File: src/rtl/ps2_codes_pkg.sv
// rtl/ps2_codes_pkg.sv - PS/2 set-2 scancode constants and decoder state encoding
package ps2_codes_pkg;

    localparam logic [7:0] SC_E0     = 8'hE0;
    localparam logic [7:0] SC_F0     = 8'hF0;
    localparam logic [7:0] SC_LSHIFT = 8'h12;
    localparam logic [7:0] SC_RSHIFT = 8'h59;
    localparam logic [7:0] SC_CTRL   = 8'h14;

    typedef enum logic [1:0] {
        ST_IDLE = 2'd0,
        ST_POP  = 2'd1,
        ST_DEC  = 2'd2
    } dec_state_e;

    // Keyboard housekeeping bytes (BAT, echo, ack, error) that carry no key.
    function automatic logic is_dropped(input logic [7:0] b);
        return (b == 8'h00) || (b == 8'hAA) || (b == 8'hEE) ||
               (b == 8'hFA) || (b == 8'hFF);
    endfunction

endpackage

File: src/rtl/scancode_to_ascii.sv
// rtl/scancode_to_ascii.sv - combinational set-2 scancode to ASCII map
module scancode_to_ascii (
    input  logic [7:0] code_i,
    input  logic       shift_i,
    output logic [7:0] ascii_o
);

    // Letters, digits, space, enter and basic punctuation; anything else maps to 0.
    always_comb begin
        ascii_o = 8'h00;
        case (code_i)
            8'h1C: ascii_o = shift_i ? 8'h41 : 8'h61;
            8'h32: ascii_o = shift_i ? 8'h42 : 8'h62;
            8'h21: ascii_o = shift_i ? 8'h43 : 8'h63;
            8'h23: ascii_o = shift_i ? 8'h44 : 8'h64;
            8'h24: ascii_o = shift_i ? 8'h45 : 8'h65;
            8'h2B: ascii_o = shift_i ? 8'h46 : 8'h66;
            8'h34: ascii_o = shift_i ? 8'h47 : 8'h67;
            8'h33: ascii_o = shift_i ? 8'h48 : 8'h68;
            8'h43: ascii_o = shift_i ? 8'h49 : 8'h69;
            8'h3B: ascii_o = shift_i ? 8'h4A : 8'h6A;
            8'h42: ascii_o = shift_i ? 8'h4B : 8'h6B;
            8'h4B: ascii_o = shift_i ? 8'h4C : 8'h6C;
            8'h3A: ascii_o = shift_i ? 8'h4D : 8'h6D;
            8'h31: ascii_o = shift_i ? 8'h4E : 8'h6E;
            8'h44: ascii_o = shift_i ? 8'h4F : 8'h6F;
            8'h4D: ascii_o = shift_i ? 8'h50 : 8'h70;
            8'h15: ascii_o = shift_i ? 8'h51 : 8'h71;
            8'h2D: ascii_o = shift_i ? 8'h52 : 8'h72;
            8'h1B: ascii_o = shift_i ? 8'h53 : 8'h73;
            8'h2C: ascii_o = shift_i ? 8'h54 : 8'h74;
            8'h3C: ascii_o = shift_i ? 8'h55 : 8'h75;
            8'h2A: ascii_o = shift_i ? 8'h56 : 8'h76;
            8'h1D: ascii_o = shift_i ? 8'h57 : 8'h77;
            8'h22: ascii_o = shift_i ? 8'h58 : 8'h78;
            8'h35: ascii_o = shift_i ? 8'h59 : 8'h79;
            8'h1A: ascii_o = shift_i ? 8'h5A : 8'h7A;
            8'h16: ascii_o = shift_i ? 8'h21 : 8'h31;
            8'h1E: ascii_o = shift_i ? 8'h40 : 8'h32;
            8'h26: ascii_o = shift_i ? 8'h23 : 8'h33;
            8'h25: ascii_o = shift_i ? 8'h24 : 8'h34;
            8'h2E: ascii_o = shift_i ? 8'h25 : 8'h35;
            8'h36: ascii_o = shift_i ? 8'h5E : 8'h36;
            8'h3D: ascii_o = shift_i ? 8'h26 : 8'h37;
            8'h3E: ascii_o = shift_i ? 8'h2A : 8'h38;
            8'h46: ascii_o = shift_i ? 8'h28 : 8'h39;
            8'h45: ascii_o = shift_i ? 8'h29 : 8'h30;
            8'h4E: ascii_o = shift_i ? 8'h5F : 8'h2D;
            8'h55: ascii_o = shift_i ? 8'h2B : 8'h3D;
            8'h54: ascii_o = shift_i ? 8'h7B : 8'h5B;
            8'h5B: ascii_o = shift_i ? 8'h7D : 8'h5D;
            8'h4C: ascii_o = shift_i ? 8'h3A : 8'h3B;
            8'h52: ascii_o = shift_i ? 8'h22 : 8'h27;
            8'h41: ascii_o = shift_i ? 8'h3C : 8'h2C;
            8'h49: ascii_o = shift_i ? 8'h3E : 8'h2E;
            8'h4A: ascii_o = shift_i ? 8'h3F : 8'h2F;
            8'h0E: ascii_o = shift_i ? 8'h7E : 8'h60;
            8'h5D: ascii_o = shift_i ? 8'h7C : 8'h5C;
            8'h29: ascii_o = 8'h20;
            8'h5A: ascii_o = 8'h0D;
            default: ascii_o = 8'h00;
        endcase
    end

endmodule

File: src/rtl/ps2_scancode_decoder.sv
// rtl/ps2_scancode_decoder.sv - PS/2 set-2 byte stream to key event decoder
module ps2_scancode_decoder
    import ps2_codes_pkg::*;
#(
    parameter int CNT_W = 8
) (
    input  logic             clk,
    input  logic             clrn,
    input  logic [7:0]       ps2_data,
    input  logic             ps2_ready,
    input  logic             ps2_ovf,
    output logic             nextdata_n,
    output logic             evt_valid,
    input  logic             evt_ready,
    output logic [7:0]       evt_code,
    output logic             evt_ext,
    output logic             evt_break,
    output logic             evt_repeat,
    output logic [7:0]       evt_ascii,
    output logic             shift_flag,
    output logic             ctrl_flag,
    output logic [CNT_W-1:0] press_cnt,
    output logic             ovf_sticky
);

    dec_state_e       state_q, state_d;
    logic [7:0]       byte_q, byte_d;
    logic             nextdata_n_q, nextdata_n_d;
    logic             ext_p_q, ext_p_d, brk_p_q, brk_p_d;
    logic             lshift_q, lshift_d, rshift_q, rshift_d, ctrl_q, ctrl_d;
    logic             held_valid_q, held_valid_d;
    logic [8:0]       held_code_q, held_code_d;
    logic [CNT_W-1:0] press_cnt_q, press_cnt_d;
    logic             ovf_q, ovf_d;
    logic             evt_valid_q, evt_valid_d;
    logic [7:0]       evt_code_q, evt_code_d, evt_ascii_q, evt_ascii_d;
    logic             evt_ext_q, evt_ext_d, evt_break_q, evt_break_d;
    logic             evt_repeat_q, evt_repeat_d;

    logic [7:0]       ascii_w;
    logic             held_match;

    // Shift for the key being decoded; modifiers never emit events, so the
    // current flag already reflects any modifier byte that preceded it.
    scancode_to_ascii u_ascii (
        .code_i  (byte_q),
        .shift_i (lshift_q | rshift_q),
        .ascii_o (ascii_w)
    );

    assign held_match = held_valid_q && (held_code_q == {ext_p_q, byte_q});

    // Next-state: fetch FSM, prefix tracking, modifier flags and event generation.
    always_comb begin
        state_d      = state_q;
        byte_d       = byte_q;
        nextdata_n_d = 1'b1;
        ext_p_d      = ext_p_q;
        brk_p_d      = brk_p_q;
        lshift_d     = lshift_q;
        rshift_d     = rshift_q;
        ctrl_d       = ctrl_q;
        held_valid_d = held_valid_q;
        held_code_d  = held_code_q;
        press_cnt_d  = press_cnt_q;
        ovf_d        = ovf_q | ps2_ovf;
        evt_valid_d  = evt_valid_q && !evt_ready;
        evt_code_d   = evt_code_q;
        evt_ext_d    = evt_ext_q;
        evt_break_d  = evt_break_q;
        evt_repeat_d = evt_repeat_q;
        evt_ascii_d  = evt_ascii_q;

        case (state_q)
            ST_IDLE: begin
                if (ps2_ready && (!evt_valid_q || evt_ready)) begin
                    byte_d       = ps2_data;
                    nextdata_n_d = 1'b0;
                    state_d      = ST_POP;
                end
            end
            ST_POP: begin
                state_d = ST_DEC;
            end
            ST_DEC: begin
                state_d = ST_IDLE;
                if (byte_q == SC_E0) begin
                    ext_p_d = 1'b1;
                end else if (byte_q == SC_F0) begin
                    brk_p_d = 1'b1;
                end else if (!ext_p_q && !brk_p_q && is_dropped(byte_q)) begin
                    ext_p_d = 1'b0;
                end else begin
                    ext_p_d = 1'b0;
                    brk_p_d = 1'b0;
                    if (byte_q == SC_LSHIFT) begin
                        lshift_d = !brk_p_q;
                    end else if (byte_q == SC_RSHIFT) begin
                        rshift_d = !brk_p_q;
                    end else if (byte_q == SC_CTRL) begin
                        ctrl_d = !brk_p_q;
                    end else begin
                        evt_valid_d = 1'b1;
                        evt_code_d  = byte_q;
                        evt_ext_d   = ext_p_q;
                        evt_break_d = brk_p_q;
                        evt_ascii_d = ext_p_q ? 8'h00 : ascii_w;
                        if (brk_p_q) begin
                            evt_repeat_d = 1'b0;
                            if (held_match) begin
                                held_valid_d = 1'b0;
                            end
                        end else begin
                            evt_repeat_d = held_match;
                            if (!held_match) begin
                                held_code_d  = {ext_p_q, byte_q};
                                held_valid_d = 1'b1;
                                press_cnt_d  = press_cnt_q + {{(CNT_W-1){1'b0}}, 1'b1};
                            end
                        end
                    end
                end
            end
            default: state_d = ST_IDLE;
        endcase
    end

    // State registers with synchronous active-low reset.
    always_ff @(posedge clk) begin
        if (!clrn) begin
            state_q      <= ST_IDLE;
            byte_q       <= 8'h00;
            nextdata_n_q <= 1'b1;
            ext_p_q      <= 1'b0;
            brk_p_q      <= 1'b0;
            lshift_q     <= 1'b0;
            rshift_q     <= 1'b0;
            ctrl_q       <= 1'b0;
            held_valid_q <= 1'b0;
            held_code_q  <= 9'h000;
            press_cnt_q  <= '0;
            ovf_q        <= 1'b0;
            evt_valid_q  <= 1'b0;
            evt_code_q   <= 8'h00;
            evt_ext_q    <= 1'b0;
            evt_break_q  <= 1'b0;
            evt_repeat_q <= 1'b0;
            evt_ascii_q  <= 8'h00;
        end else begin
            state_q      <= state_d;
            byte_q       <= byte_d;
            nextdata_n_q <= nextdata_n_d;
            ext_p_q      <= ext_p_d;
            brk_p_q      <= brk_p_d;
            lshift_q     <= lshift_d;
            rshift_q     <= rshift_d;
            ctrl_q       <= ctrl_d;
            held_valid_q <= held_valid_d;
            held_code_q  <= held_code_d;
            press_cnt_q  <= press_cnt_d;
            ovf_q        <= ovf_d;
            evt_valid_q  <= evt_valid_d;
            evt_code_q   <= evt_code_d;
            evt_ext_q    <= evt_ext_d;
            evt_break_q  <= evt_break_d;
            evt_repeat_q <= evt_repeat_d;
            evt_ascii_q  <= evt_ascii_d;
        end
    end

    assign nextdata_n = nextdata_n_q;
    assign evt_valid  = evt_valid_q;
    assign evt_code   = evt_code_q;
    assign evt_ext    = evt_ext_q;
    assign evt_break  = evt_break_q;
    assign evt_repeat = evt_repeat_q;
    assign evt_ascii  = evt_ascii_q;
    assign shift_flag = lshift_q | rshift_q;
    assign ctrl_flag  = ctrl_q;
    assign press_cnt  = press_cnt_q;
    assign ovf_sticky = ovf_q;

endmodule

File: config.mk
export PLATFORM = sky130hd
export DESIGN_NAME = ps2_scancode_decoder
export DESIGN_NICKNAME = d
export VERILOG_FILES = /design/src/rtl/ps2_codes_pkg.sv /design/src/rtl/scancode_to_ascii.sv /design/src/rtl/ps2_scancode_decoder.sv
export SDC_FILE = /design/constraint.sdc
export NUM_CORES = 1
export LEC_CHECK = 0
export ABC_CLOCK_PERIOD_IN_PS = 2800
export CAP_MARGIN = 0
export CORE_MARGIN = 5
export CORE_UTILIZATION = 35
export DETAILED_ROUTE_END_ITERATION = 16
export GPL_TIMING_DRIVEN = 1
export PLACE_DENSITY_LB_ADDON = 0.08
export SLEW_MARGIN = 5
export SYNTH_ARGS = -nofsm -noshare
export SYNTH_HDL_FRONTEND = slang
export SYNTH_SLANG_ARGS = --single-unit
File: constraint.sdc
create_clock -name clk -period 2.8 [get_ports clk]
set_input_delay 0.42 -clock clk [delete_from_list [all_inputs] [get_ports clk]]
set_output_delay 0.42 -clock clk [all_outputs]
set_load 0.1 [all_outputs]
Word-level counts from Yosys, hierarchy flattened --
Cells that the tools add are included.
Cells by class: bitwise gates (word level) 10, equal/unequal tests 66, reduce and logical (&&, ||, !) cells 26, muxes and demuxes 67, $add $sub $neg 1
Operators with widths (count):
- $pmux 8 s49 | 1
- $eq 8x6->1 const B | 23
- $mux 6 | 29
- $eq 8x7->1 const B | 19
- $eq 8x5->1 const B | 9
- $mux 5 | 13
- $eq 8x8->1 const B | 6
- $mux 7 | 3
- $reduce_and 9->1 | 2
- $mux 1 | 17
- $reduce_and 7->1 | 2
- $eq 9x9->1 | 1
- $add 8x1->8 const B | 1
- $eq 8x4->1 const B | 1
- $logic_not 8->1 | 1
- $mux 8 | 1
- $ne 2x2->1 const B | 4
- $not 1->1 | 8
- $reduce_and 2->1 | 3
- $reduce_and 6->1 | 1
- $logic_and 1x1->1 | 5
- $logic_or 1x1->1 | 5
- $reduce_and 5->1 | 1
- $logic_not 1->1 | 4
- other kinds (9) | 10
Word-level totals: word-level logic and storage cells 188, output and inout bits 32, flip-flop bits (word level) 55, input bits 13

Longest topological paths before layout --
depth after elaboration 10, mapped depth 11, depth with buffers taken out 7

Modules after synthesis --
A second synthesis with hierarchy kept.
Unflattened totals: cells, all modules 495, area, all modules 3827.4 um^2
Modules (own cells, without submodules):
- ps2_scancode_decoder | times used 1, area an instance 2582.5 um^2, cells each 295
- scancode_to_ascii | times used 1, area an instance 1244.9 um^2, cells each 200

Least setup slack after synthesis --
OpenSTA, ideal clock, no wires.
path type register -> register, start reg rshift_q, end reg evt_ascii_q[5], in the netlist evt_ascii[5], buffers on the path 0, setup slack 0.190 ns, arrival 2.523 ns, setup time 0.087 ns, stages on the path, launching flop included 8, data required time 2.713 ns, cells stage by stage dfxtp_1 -> nor2_1 -> clkinv_1 -> nor3_1 -> o211ai_1 -> o311ai_0 -> a2111oi_0 -> a221oi_2
Between the ends: cells in the longest elaborated chain, start to end 4, elaborated cells between the ends (all ways) 35, those cells by class mux: 34; bitwise: 1
RTL lines:
- from (decl) | line ps2_scancode_decoder.sv:30 | logic lshift_q, lshift_d, rshift_q, rshift_d, ctrl_q, ctrl_d;
- from (signal assigned) | line ps2_scancode_decoder.sv:156 | rshift_q <= rshift_d;
- $or 1x1->1 (*)
- net shift_flag | line ps2_scancode_decoder.sv:20 | output logic shift_flag,
- $mux 6, or another cell as far along | line scancode_to_ascii.sv:58 | 8'h5D: ascii_o = shift_i ? 8'h7C : 8'h5C;
- $pmux 8 s49 (*) | line scancode_to_ascii.sv:11 | case (code_i)
- $mux 8 (*) | line ps2_scancode_decoder.sv:107 | evt_ascii_d = ext_p_q ? 8'h00 : ascii_w;
- to (signal assigned) | line ps2_scancode_decoder.sv:167 | evt_ascii_q <= evt_ascii_d;
- to (decl) | line ps2_scancode_decoder.sv:36 | logic [7:0] evt_code_q, evt_code_d, evt_ascii_q, evt_ascii_d;
The timed path passes the listed nets; every way through them passes the cells marked *. A chain may end at the register's enable or synchronous reset.

Worst setup path in the final report --
start reg byte_q[4], end reg evt_ascii_q[6], in the netlist evt_ascii[6]
Between the ends: cells in the longest elaborated chain, start to end 8, elaborated cells between the ends (all ways) 73, those cells by class eq/ne: 58; mux: 2; bitwise: 6; reduce/logical: 7
RTL lines:
- from (decl) | line ps2_scancode_decoder.sv:27 | logic [7:0] byte_q, byte_d;
- from (signal assigned) | line ps2_scancode_decoder.sv:151 | byte_q <= byte_d;
- $eq 8x8->1 or $logic_not 8->1 (tied branches) | line ps2_codes_pkg.sv:18 | return (b == 8'h00) || (b == 8'hAA) || (b == 8'hEE) ||
- $logic_or 1x1->1 (3 in series) | line ps2_codes_pkg.sv:18
- $logic_or 1x1->1 | line ps2_codes_pkg.sv:19 | (b == 8'hFA) || (b == 8'hFF);
- $logic_and 1x1->1 | line ps2_scancode_decoder.sv:91 | end else if (!ext_p_q && !brk_p_q && is_dropped(byte_q)) begin
- $not 1->1 (no source line)
- $reduce_and 7->1 (no source line)
Several ways; a longest one is shown, not always the timed one.

==> metrics.md <==
| Metric | Value |
|---|---|
| Leakage | 0.00179 uW |
| Most used DFF post-synth | dfxtp_1 |
| Max-cap check violation count | 0 |
| Worst Tran Pin Value | 0.733 ns |
| Area of the multi-input gates | 2370 um^2 |
| Fill cells | 1115 |
| Clock period minus worst slack | 2.59 ns |
| Via Count | 3925 |
| CTS tree | yes |
| Number of synthesized flops with an enable pin | 0 |
| Worst Path Max Fanout | 15 |
| Register Area | 1080 um^2 |
| Syn_nets | 499 |
| Reg-to-reg startpoint | byte_q[4] |
| Die height | 114 um |
| Internal | 1230 uW |
| Layout Skew | 0.0133 ns |
| Fin Hold WS | 0.460 ns |
| Final hold violations | 0 |
| Synth top area cells | dfxtp_1 (29%), mux2i_1 (7.2%), nor2_1 (5.6%) |
| Worst r2r dst | evt_ascii[6] |
| Final Setup Violations | 0 |
| Register area share after synthesis | 28.8% |
| Clock tree sinks | 54 |
| Rows | 37 |
| TritonCTS buffer count | 5 |
| Die area | 12900 um^2 |
| Final WL | 12400 um |
| Share of cells above drive strength 1 | 20.3% |
| Post-Syn Area | 3760 um^2 |
| Post-route setup slack | 0.206 ns |
| First-pass GRT wire length | 19800 um |
| Post-synth ARST share | 0% |
| Required @ worst endpoint | 3.01 ns |
| Sw Pwr | 560 uW |
| GRT overflow | 0 |
| Synth top area share | 28.8% |
| Initial Utilization | 36.1% |
| Inserted Diodes | 0 |
| Fin nets | 555 |
| Avg Cell Area, Syn | 7.74 um^2 |
| Reg power frac | 45.6% |
| Status | finished clean |
| Largest net degree at the start of global routing | 43 |
| IO Pins | 45 |
| Initial antenna violation count | 0 |
| Sw Ratio | 31.3% |
| Wire length per cell | 18.3 um |
| Port Buffers | 43 |
| Top post-synthesis cells by count | nor2_1 (56), dfxtp_1 (54), a21oi_1 (33) |
| Vias per cell | 5.79 |
| # hold bufs at CTS | 0 |
| Clock Latency Late Sink | 0.31 ns |
| Count leader, synth | nor2_1 |
| Post-Route Setup TNS | 0 ns |
| Final period util | 92.6% |
| Rel. slew slack | 50.5% |
| WS Path Type | reg -> reg |
| Syn. warnings | 0 |
| DRT antenna net count | 0 |
| Drt first pass iters | 5 |
| Remaining DRCs | 0 |
| CP endpoint kind | flip-flop |
| Cell taking the most area after synthesis | dfxtp_1 |
| Gate power share | 25.1% |
| End of the critical path | evt_ascii[6] |
| Reg clk slew, reported paths | 0.10 ns |
| FMAX | 386 MHz |
| Die W | 114 um |
| H-Tree Depth | 2 |
| Post-Synthesis Cells | 485 |
| Core Area | 10400 um^2 |
| Count of unique library cells instantiated by Yosys | 76 |
| Critical path arrival | 2.81 ns |
| R2r setup slk | 0.21 ns |
| Overall Global Routing Usage | 19.0% |
| Root Driver | clkbuf_8 |
| Final cell count without fillers | 678 |
| PD cells | 390 nW/um^2 |
| Synthesis-stage register bit count | 54 |
| Hold Path Class | reg -> reg |
| Placed Instances | 667 |
| CTS max path bufs | 2 |
| Synth-to-Final Area Change | 22.0% |
| Post-DP HPWL | 9380 um |
| Clock share of power | 29.3% |
| Fin. max-slew vios | 0 |
| R2R depth | 7 |
| Initial DRC count | 279 |
| RSZ-0062 raised after global routing | false |
| Worst setup path startpoint | byte_q[4] |
| Max VDD drop | 0.223 mV |
| Vias in the first global route | 3783 |
| GPL Wtd Cong | 0.953 |
| Critical Path Start Type | flip-flop |
| Worst slack, placed | 0.174 ns |
-- power groups by stage --
stage,combinational (uW),clock [uW],sequential [uW]
global route,480,580,820
floorplan,276,0,845
global placement,445,0,832
finish,449,524,815
CTS,441,547,815
detailed placement,439,0,832
-- layout by cell type, fill, tap and decap left out, types with 4 or more instances in the layout --
cell type         n
o32ai_1           8
o31ai_1           4
nand3b_1          6
dfxtp_1          52
a32oi_1           4
nor3b_1           5
clkbuf_8          5
o22ai_1           5
buf_4            83
o21ai_0          23
inv_1            16
o211ai_1          4
nor2_1           56
nand2_1          23
mux2i_1          27
nand2b_1         14
a31oi_1           6
nor2b_1           6
nor4_1            8
xnor2_1          10
a21oi_1          33
nor3_1           12
nand3_1          28
a22oi_1           4
or4_1             5
nand4_1           8
clkdlybuf4s50_1  12
-- state kept, by name, summed over array words and instances (netlist names), 2 cells and up --
name / cells
state_q: 2
byte_q: 8
press_cnt: 8
held_code_q: 9
evt_code: 8
evt_ascii: 7
-- critical path, stage by stage, from the launching register on --
cell      delay [ns]
dfxtp_1         0.41
buf_4           0.23
or4b_1          0.61
a211oi_1        0.50
a2111o_1        0.24
o41ai_4         0.09
buf_4           0.17
o32ai_1         0.25
-- worst min-delay path by stage --
stage / startpoint / endpoint / cells past startpoint
6_report: evt_ascii[0] / evt_ascii[0] / 2
5_1_grt: evt_ascii[3] / evt_ascii[3] / 2
4_1_cts: evt_ascii[0] / evt_ascii[0] / 2
3_5_place_dp: evt_ascii[0] / evt_ascii[0] / 2
3_3_place_gp: evt_repeat / evt_repeat / 2
2_1_floorplan: state_q[1] / state_q[1] / 1
-- cells by family (layout without fill, tap and decap cells) --
logic type,Yosys count,after routing,synth area share [%]
adder cells (fa/ha/maj),1,1,0.333
other,1,1,0.0998
AND/OR/NAND/NOR,202,202,29.3
XOR/XNOR,13,13,3.23
flip-flops,54,54,28.8
multiplexers,28,28,7.50
buffers and inverters,66,123,8.49
AO/OA/AOI/OAI,120,120,22.2
-- metrics by stage --
| step | cell area, um^2 | utilization, % | power (uW) |
|---|---|---|---|
| after global placement | 4440 | 42.6 | 1280 |
| after detailed placement | 4440 | 42.6 | 1270 |
| after global routing | 4580 | 44.0 | 1880 |
| after CTS | 4550 | 43.6 | 1800 |
| final | 4580 | 44.0 | 1790 |
| after floorplan | 3760 | - | 1120 |
-- layout make-up --
class | instances | share of cell area (%)
Clock buffer | 6 | 1.58
Timing Repair Buffer | 97 | 17.1
Multi-Input combinational cell | 365 | 51.7
Sequential cell | 54 | 23.6
Clock inverter | 2 | 0.819
Inverter | 18 | 1.47
Tap cell | 136 | 3.71
-- timing repair --
item | 4_1_cts | 5_1_grt
buffers inserted | 0 | 3
setup endpoints to repair | 0 | 8
resized for setup | 0 | 4
-- metal layers --
metal	wire, um	global-route usage (%)	part of all wire, %	vias up
li1	-	-	-	1876
met1	5500	24.7	44	1867
met2	5880	31.9	47	151
met3	613	2.55	4.9	31
met4	445	7.53	3.6	0
met5	0	0	0	-
No activity file was read; power rests on OpenSTA's default activity.
